<file path="config.mk">
export PLATFORM = sky130hd
export DESIGN_NAME = sat_cnt_arbiter_flat
export DESIGN_NICKNAME = d
export VERILOG_FILES = /design/src/rtl/sat_cnt_arbiter_pkg.sv /design/src/rtl/sat_cnt_arbiter_if.sv /design/src/rtl/sat_cnt_arbiter_stage_cnt.sv /design/src/rtl/sat_cnt_arbiter.sv /design/src/flat_wrapper.sv
export SDC_FILE = /design/constraint.sdc
export NUM_CORES = 1
export LEC_CHECK = 0
export ABC_CLOCK_PERIOD_IN_PS = 4000
export BUFFER_PORTS_ARGS = -buffer_cell sky130_fd_sc_hd__buf_2
export CAP_MARGIN = 0
export CORE_ASPECT_RATIO = 0.6
export CORE_MARGIN = 3
export CORE_UTILIZATION = 30
export DETAILED_ROUTE_END_ITERATION = 12
export GPL_ROUTABILITY_DRIVEN = 0
export SLEW_MARGIN = 20
export SYNTH_ARGS = -nofsm -noshare
export SYNTH_HDL_FRONTEND = slang
export SYNTH_HIERARCHICAL = 1
export SYNTH_SLANG_ARGS = --single-unit
</file>
<file path="constraint.sdc">
create_clock -name clk -period 4 [get_ports clk]
set_input_delay 0.8 -clock clk [delete_from_list [all_inputs] [get_ports clk]]
set_output_delay 0.8 -clock clk [all_outputs]
set_load 0.01 [all_outputs]
</file>
<file path="src/rtl/sat_cnt_arbiter_pkg.sv">
// Shared types and constants for the saturating-counter arbiter.
// The stage counter width and its saturation value live here.
package sat_cnt_arbiter_pkg;

    typedef enum logic [1:0] {
        IDLE = 2'd0,
        RUN  = 2'd1,
        DONE = 2'd2
    } state_e;

    localparam int CNT_W = 2;
    localparam logic [CNT_W-1:0] CNT_MAX = 2'd3;

endpackage

</file>
<file path="src/rtl/sat_cnt_arbiter_if.sv">
// Request/grant bundle between requesters (master) and the arbiter (slave).
// state_dbg mirrors the arbiter FSM state for observation.
interface sat_cnt_arbiter_if #(
    parameter int NREQ = 3
);
    import sat_cnt_arbiter_pkg::*;

    // req[i] is a level request held for the whole transaction; gnt is
    // one-hot while the owner runs and done pulses once when a sequence ends.
    logic [NREQ-1:0]  req;
    logic [NREQ-1:0]  gnt;
    logic [1:0]       owner;
    logic [CNT_W-1:0] cnt;
    logic             busy;
    logic             done;
    state_e           state_dbg;

    modport master (
        output req,
        input  gnt, owner, cnt, busy, done, state_dbg
    );

    modport slave (
        input  req,
        output gnt, owner, cnt, busy, done, state_dbg
    );

endinterface

</file>
<file path="src/rtl/sat_cnt_arbiter_stage_cnt.sv">
// Shared 2-bit stage counter: clear beats enable, and counting stops at CNT_MAX.
module stage_cnt
    import sat_cnt_arbiter_pkg::*;
(
    input  logic             clk,
    input  logic             reset,
    input  logic             clr,
    input  logic             en,
    output logic [CNT_W-1:0] cnt,
    output logic             full
);

    logic [CNT_W-1:0] cnt_q;
    logic [CNT_W-1:0] cnt_d;

    always_comb begin
        cnt_d = cnt_q;
        if (clr) begin
            cnt_d = '0;
        end else if (en && (cnt_q != CNT_MAX)) begin
            cnt_d = cnt_q + 1'b1;
        end
    end

    always_ff @(posedge clk) begin
        if (reset) begin
            cnt_q <= '0;
        end else begin
            cnt_q <= cnt_d;
        end
    end

    assign cnt  = cnt_q;
    assign full = (cnt_q == CNT_MAX);

endmodule

</file>
<file path="src/rtl/sat_cnt_arbiter.sv">
// Round-robin arbiter handing a shared saturating stage counter to one
// requester at a time: IDLE -> RUN (count 0..3) -> DONE -> IDLE.
module sat_cnt_arbiter
    import sat_cnt_arbiter_pkg::*;
#(
    parameter int NREQ = 3
) (
    input  logic               clk,
    input  logic               reset,
    sat_cnt_arbiter_if.slave   bus
);

    localparam logic [1:0] LAST_RST = 2'(NREQ - 1);

    state_e          state_q, state_d;
    logic [NREQ-1:0] gnt_q, gnt_d;
    logic [1:0]      owner_q, owner_d;
    logic [1:0]      last_q, last_d;
    logic            busy_q, busy_d;
    logic            done_q, done_d;

    logic             cnt_clr;
    logic             cnt_en;
    logic             cnt_full;
    logic [CNT_W-1:0] cnt_val;

    logic            found;
    logic [1:0]      win;
    logic            owner_req;

    stage_cnt u_stage_cnt (
        .clk   (clk),
        .reset (reset),
        .clr   (cnt_clr),
        .en    (cnt_en),
        .cnt   (cnt_val),
        .full  (cnt_full)
    );

    // Round-robin search starting just after the most recent grantee.
    always_comb begin
        found = 1'b0;
        win   = '0;
        for (int k = 1; k <= NREQ; k++) begin
            int idx;
            idx = (int'(last_q) + k) % NREQ;
            if (!found && bus.req[idx]) begin
                found = 1'b1;
                win   = 2'(idx);
            end
        end
    end

    // gnt_q is one-hot on the owner during RUN, so this picks req[owner].
    assign owner_req = |(bus.req & gnt_q);

    always_comb begin
        state_d = state_q;
        gnt_d   = gnt_q;
        owner_d = owner_q;
        last_d  = last_q;
        done_d  = 1'b0;
        cnt_clr = 1'b0;
        cnt_en  = 1'b0;
        unique case (state_q)
            IDLE: begin
                cnt_clr = 1'b1;
                gnt_d   = '0;
                if (found) begin
                    state_d = RUN;
                    owner_d = win;
                    last_d  = win;
                    for (int i = 0; i < NREQ; i++) begin
                        gnt_d[i] = (win == 2'(i));
                    end
                end
            end
            RUN: begin
                if (!owner_req) begin
                    state_d = IDLE;
                    gnt_d   = '0;
                    cnt_clr = 1'b1;
                end else if (cnt_full) begin
                    state_d = DONE;
                    gnt_d   = '0;
                    done_d  = 1'b1;
                end else begin
                    cnt_en = 1'b1;
                end
            end
            DONE: begin
                state_d = IDLE;
                gnt_d   = '0;
                cnt_clr = 1'b1;
            end
            default: begin
                state_d = IDLE;
                gnt_d   = '0;
                cnt_clr = 1'b1;
            end
        endcase
        busy_d = (state_d != IDLE);
    end

    always_ff @(posedge clk) begin
        if (reset) begin
            state_q <= IDLE;
            gnt_q   <= '0;
            owner_q <= '0;
            last_q  <= LAST_RST;
            busy_q  <= 1'b0;
            done_q  <= 1'b0;
        end else begin
            state_q <= state_d;
            gnt_q   <= gnt_d;
            owner_q <= owner_d;
            last_q  <= last_d;
            busy_q  <= busy_d;
            done_q  <= done_d;
        end
    end

    assign bus.gnt       = gnt_q;
    assign bus.owner     = owner_q;
    assign bus.cnt       = cnt_val;
    assign bus.busy      = busy_q;
    assign bus.done      = done_q;
    assign bus.state_dbg = state_q;

endmodule

</file>
<file path="src/flat_wrapper.sv">
// flat-port wrapper written by rule: the top's interface ports become plain ports
module sat_cnt_arbiter_flat import sat_cnt_arbiter_pkg::*;
#(
    parameter int NREQ = 3
)
  (clk, reset, bus_req, bus_gnt, bus_owner, bus_cnt, bus_busy, bus_done, bus_state_dbg);
  sat_cnt_arbiter_if #(.NREQ(NREQ)) bus_i ();
  input  logic clk;
  input  logic reset;
  input wire logic [$bits(bus_i.req)-1:0] bus_req;
  output wire logic [$bits(bus_i.gnt)-1:0] bus_gnt;
  output wire logic [$bits(bus_i.owner)-1:0] bus_owner;
  output wire logic [$bits(bus_i.cnt)-1:0] bus_cnt;
  output wire logic [$bits(bus_i.busy)-1:0] bus_busy;
  output wire logic [$bits(bus_i.done)-1:0] bus_done;
  output wire logic [$bits(bus_i.state_dbg)-1:0] bus_state_dbg;
  assign bus_i.req = bus_req;
  assign bus_gnt = bus_i.gnt;
  assign bus_owner = bus_i.owner;
  assign bus_cnt = bus_i.cnt;
  assign bus_busy = bus_i.busy;
  assign bus_done = bus_i.done;
  assign bus_state_dbg = bus_i.state_dbg;
  sat_cnt_arbiter #(.NREQ(NREQ)) u_core (.clk(clk), .reset(reset), .bus(bus_i));
endmodule
</file>
Word level (Yosys, flattened, before mapping)
Cells that the tools add are included.
{"block": "classes", "muxes": 29, "bitwise": 3, "div_mod_pow": 3, "n_addsub": 4, "eq_ne": 6, "order_cmp": 3, "n_reduce_logical": 12}
{"op": "$lt A32 B4 Y1 const B", "n": 3}
{"op": "$mod A32 B3 Y32 const B", "n": 3}
{"op": "$mux W1", "n": 15}
{"op": "$mux W2", "n": 6}
{"op": "$mux W3", "n": 3}
{"op": "$add A2 B2 Y3 const B", "n": 2}
{"op": "$bmux W1 S2", "n": 3}
{"op": "$pmux W3 S2", "n": 1}
{"op": "$reduce_or A3 Y1", "n": 2}
{"op": "$eq A2 B1 Y1 const B", "n": 2}
{"op": "$eq A2 B2 Y1 const B", "n": 2}
{"op": "$logic_not A2 Y1", "n": 2}
{"op": "$pmux W2 S2", "n": 1}
{"op": "$add A2 B1 Y3 const B", "n": 1}
{"op": "$and A3 B3 Y3", "n": 1}
{"op": "$logic_and A1 B1 Y1", "n": 3}
{"op": "$ne A3 B2 Y1 const B", "n": 1}
{"op": "$add A2 B1 Y2 const B", "n": 1}
{"op": "$logic_not A1 Y1", "n": 2}
{"op": "$ne A2 B2 Y1 const B", "n": 1}
{"op": "$not A1 Y1", "n": 2}
{"op": "$reduce_and A2 Y1", "n": 1}
{"op": "$reduce_bool A2 Y1", "n": 1}
{"op": "$reduce_or A2 Y1", "n": 1}
{"block": "totals", "out_inout_bits": 11, "word_cells": 67, "input_bits": 5, "reg_bits": 13}

Logic depth before layout (Yosys ltp)
{"block": "depth", "ltp_word": 15, "mapped_depth": 7, "ltp_nobuf": 7}

Modules after synthesis
Netlist, hierarchy kept.
{"mod": "sat_cnt_arbiter", "area_per_inst_um2": 605.6, "seq_area_each_um2": 200.2, "instances": 1, "cells_per_inst": 72}
{"mod": "stage_cnt", "area_per_inst_um2": 105.1, "seq_area_each_um2": 40.0, "instances": 1, "cells_per_inst": 8}

Worst setup path before layout
OpenSTA, ideal clock, no wires.
{"block": "synth_timing", "path_type": "input port to flip-flop", "start": "input port bus_req[1]", "end": "register u_core.u_stage_cnt.cnt_q[1], in the netlist u_core/u_stage_cnt/cnt[1]", "arrival_ns": 1.745, "setup_ns": 0.116, "required_ns": 3.884, "path_stages": 6, "path_buffers": 0, "setup_slack_ns": 2.139, "path_cell_list": "a222oi_1 -> nand2b_1 -> nor3_2 -> nor2b_4 -> mux2i_1 -> nor3_2"}
{"block": "synth_between", "elab_chain_len": 5}
{"item": "start, declared", "line_no": "flat_wrapper.sv:10", "text": "input wire logic [$bits(bus_i.req)-1:0] bus_req;"}
{"item": "$and A3 B3 Y3", "line_no": "sat_cnt_arbiter.sv:55", "text": "assign owner_req = |(bus.req & gnt_q);"}
{"item": "$reduce_or A3 Y1", "line_no": "sat_cnt_arbiter.sv:55"}
{"item": "$mux W1", "line_no": "sat_cnt_arbiter.sv:79", "text": "if (!owner_req) begin"}
{"item": "$mux W1", "line_no": "sat_cnt_arbiter.sv:65", "text": "unique case (state_q)"}
{"item": "net u_core.cnt_en", "line_no": "sat_cnt_arbiter.sv:23", "text": "logic cnt_en;"}
{"item": "$logic_and A1 B1 Y1", "line_no": "sat_cnt_arbiter_stage_cnt.sv:20", "text": "end else if (en && (cnt_q != CNT_MAX)) begin"}
{"item": "end signal, assigned", "line_no": "sat_cnt_arbiter_stage_cnt.sv:29", "text": "cnt_q <= cnt_d;"}
{"item": "end, declared", "line_no": "sat_cnt_arbiter_stage_cnt.sv:13", "text": "logic [CNT_W-1:0] cnt_q;"}
The timed path passes the listed nets, and every way through them passes these cells.
A chain may end at the register's enable or synchronous reset.

==> metrics.md <==
| Metric | Value |
|---|---|
| Register area | 240.2 µm² |
| Leakage | 0.3785 nW |
| Total CTS buffers | 3 |
| Post-DP HPWL | 1.263 mm |
| Syn Inst Count | 80 |
| Final TNS setup | 0 ns |
| Clk root buf | clkbuf_8 |
| Core Region | 0.002042 mm² |
| Synth cell types | 33 |
| Die height | 43.70 µm |
| Final Max Tran Viols | 0 |
| TritonCTS clock tree | done |
| Post-synthesis sequential area ratio | 33.80% |
| Initial DRC count | 18 |
| I/O pin count | 16 |
| Layout area overhead | 22.18% |
| Post-route ant nets | 0 |
| GRT Util Overall | 11.58% |
| DRT Wirelength | 1.606 mm |
| # resized after CTS | 0 |
| Final setup fails | 0 |
| Yosys warning count | 6 |
| Skew-Pair Late Insertion Delay | 0.25 ns |
| Synthesized Nets | 90 |
| Worst Path Max Fanout | 8 |
| Via Count | 629 |
| Setup ws final | 2.021 ns |
| Yosys reg bits | 12 |
| Row cnt | 12 |
| Crit end category | flop |
| IO Port Bufs | 15 |
| CTS Buffer Depth | 2 |
| First-pass GRT wire length | 2.504 mm |
| Status | finished, final reports clean |
| CTS sink cnt | 12 |
| Die ar. | 0.003008 mm² |
| Worst R2R Setup Slack | 2.02 ns |
| Layout cells sized above 1 | 27.55% |
| Initial antenna violation count | 0 |
| Worst-path clk slew | 0.05 ns |
| Cell Area, Synth | 710.7 µm² |
| Min-delay worst type | flop to flop |
| Crit Path Category | flop to flop |
| Largest net degree at the start of global routing | 10 |
| Post-DR wirelength/cell | 12.75 µm |
| Least-Margin Pin Slew | 0.3747 ns |
| Arr. time, crit path | 2.16 ns |
| Max_cap viols | 0 |
| Syn avg cell area | 8.884 µm² |
| Most frequent cells in the layout | buf_2 (15), dfxtp_1 (12), nor2_1 (10), nand2b_1 (6) |
| Via density | 4.992 |
| DRC errors left | 0 |
| Number of fill cells | 217 |
| Max Freq | 505.3 MHz |
| Critical Path Source Type | flop |
| Layout Skew | 0.004947 ns |
| Drt first pass iters | 4 |
| CTS H-Tree Depth | 1 |
| Nets | 109 |
| Most common cell after layout, fill and taps aside | buf_2 |
| RSZ-0062 raised after global routing | no |
| Fin crit share | 49.48% |
| Multi-input gate area | 451.7 µm² |
| CTS Hold Buffers Added | 0 |
| PwrDens | 735.9 mW/mm² |
| # diodes | 0 |
| Post-place setup slack | 1.821 ns |
| Min Tclk post-route | 1.979 ns |
| WHS | 0.4854 ns |
| Max-slew headroom | 74.88% |
| Grt ovf | 0 |
| Number of global-route vias before repair | 543 |
| Worst vdd ir | 319.6 µV |
| Post-CTS setup repair buffer count | 0 |
| Final hold vios | 0 |
| Initial Utilization | 34.80% |
| Crit path required time | 4.18 ns |
| Die Wd | 68.84 µm |
[layer usage]
layer	track usage [%]	vias up	wire length, µm
met5	0	-	0
met4	4.651	0	17
met3	4.922	3	117
met2	15.94	19	703
met1	15.77	288	768
li1	-	319	-
[kinds of logic after synthesis]
family,synth area share [%]
DFF,33.80
adders and majority gates,8.803
xor gates and xnor gates,1.233
and+or+nand+nor,28.17
muxes,2.817
buffers and inverters,2.641
AOI/OAI and AO/OA,22.53
[area by class of cell]
class                           count  share of cell area [%]
Sequential cell                    12                   27.67
Inverter                            3                   1.297
Multi-Input combinational cell     64                   52.02
Tap cell                           28                   4.035
Timing Repair Buffer               15                   8.646
Clock buffer                        4                   6.340
[Yosys cell counts]
cell type | number | share of area [%]
ha_1 | 5 | 8.8
xnor2_1 | 1 | 1.2
and2b_2 | 1 | 1.2
buf_4 | 1 | 1.1
o21ai_0 | 1 | 0.70
or2b_1 | 1 | 1.1
o31a_1 | 1 | 1.2
nor3_1 | 2 | 1.4
o211ai_1 | 2 | 2.1
a22oi_1 | 1 | 1.1
nand3_1 | 2 | 1.4
o41ai_1 | 1 | 1.2
a222oi_1 | 1 | 1.4
nor2b_4 | 1 | 1.9
mux2i_1 | 2 | 2.8
and2_1 | 1 | 0.88
nor2b_1 | 1 | 0.88
nand2_1 | 5 | 2.6
nor3_2 | 3 | 4.2
nand2b_1 | 6 | 5.3
dfxtp_1 | 12 | 34
a22oi_2 | 1 | 1.8
or2_2 | 1 | 0.88
nand3b_1 | 1 | 1.1
o311a_1 | 1 | 1.4
a21oi_2 | 1 | 1.2
a31oi_1 | 1 | 0.88
nor2_1 | 10 | 5.3
a21bo_1 | 2 | 2.8
inv_1 | 3 | 1.6
a21oi_1 | 5 | 3.5
o21a_1 | 1 | 1.1
o21bai_1 | 2 | 2.1
[worst max-delay path, stage by stage (launching register included)]
cell,delay (ns)
dfxtp_1,0.40
inv_1,0.09
ha_1,0.40
nand2b_1,0.22
a31oi_1,0.26
o31a_1,0.26
nand3_1,0.14
a21oi_1,0.14
[through the flow]
| step | area, µm² | utilization (%) | std cells | power (W) |
|---|---|---|---|---|
| after floorplan | 710.7 | - | 80 | 0.0004251 |
| after global placement | 813.3 | 39.83 | 122 | 0.0005011 |
| after detailed placement | 813.3 | 39.83 | 122 | 0.0005036 |
| after CTS | 868.3 | 42.52 | 126 | 0.0006372 |
| after global routing | 868.3 | 42.52 | 126 | 0.0006798 |
| final | 868.3 | 42.52 | 126 | 0.0006390 |
[flip-flops by register name, indices dropped and copies added (netlist names)]
name                    count
u_core/bus.busy             1
u_core/bus.done             1
u_core/bus.gnt              3
u_core/bus.owner            2
u_core/bus.state_dbg        2
u_core/last_q               1
u_core/u_stage_cnt/cnt      2
[power breakdown]
part,switching (W),internal [W]
registers,0.0000261,0.000152
logic,0.000185,0.000143
clock network,0.0000460,0.0000870
[worst paths after layout]
check	startpoint	end	depth (start not counted)
worst max-delay path	u_core/bus.owner[0]	u_core/bus.owner[0]	7
worst min-delay path	u_core/bus.owner[1]	u_core/bus.owner[1]	2
worst max register to register	u_core/bus.owner[0]	u_core/bus.owner[0]	7
worst min register to register	u_core/bus.owner[1]	u_core/bus.owner[1]	2
No activity file was read; power rests on OpenSTA's default activity.
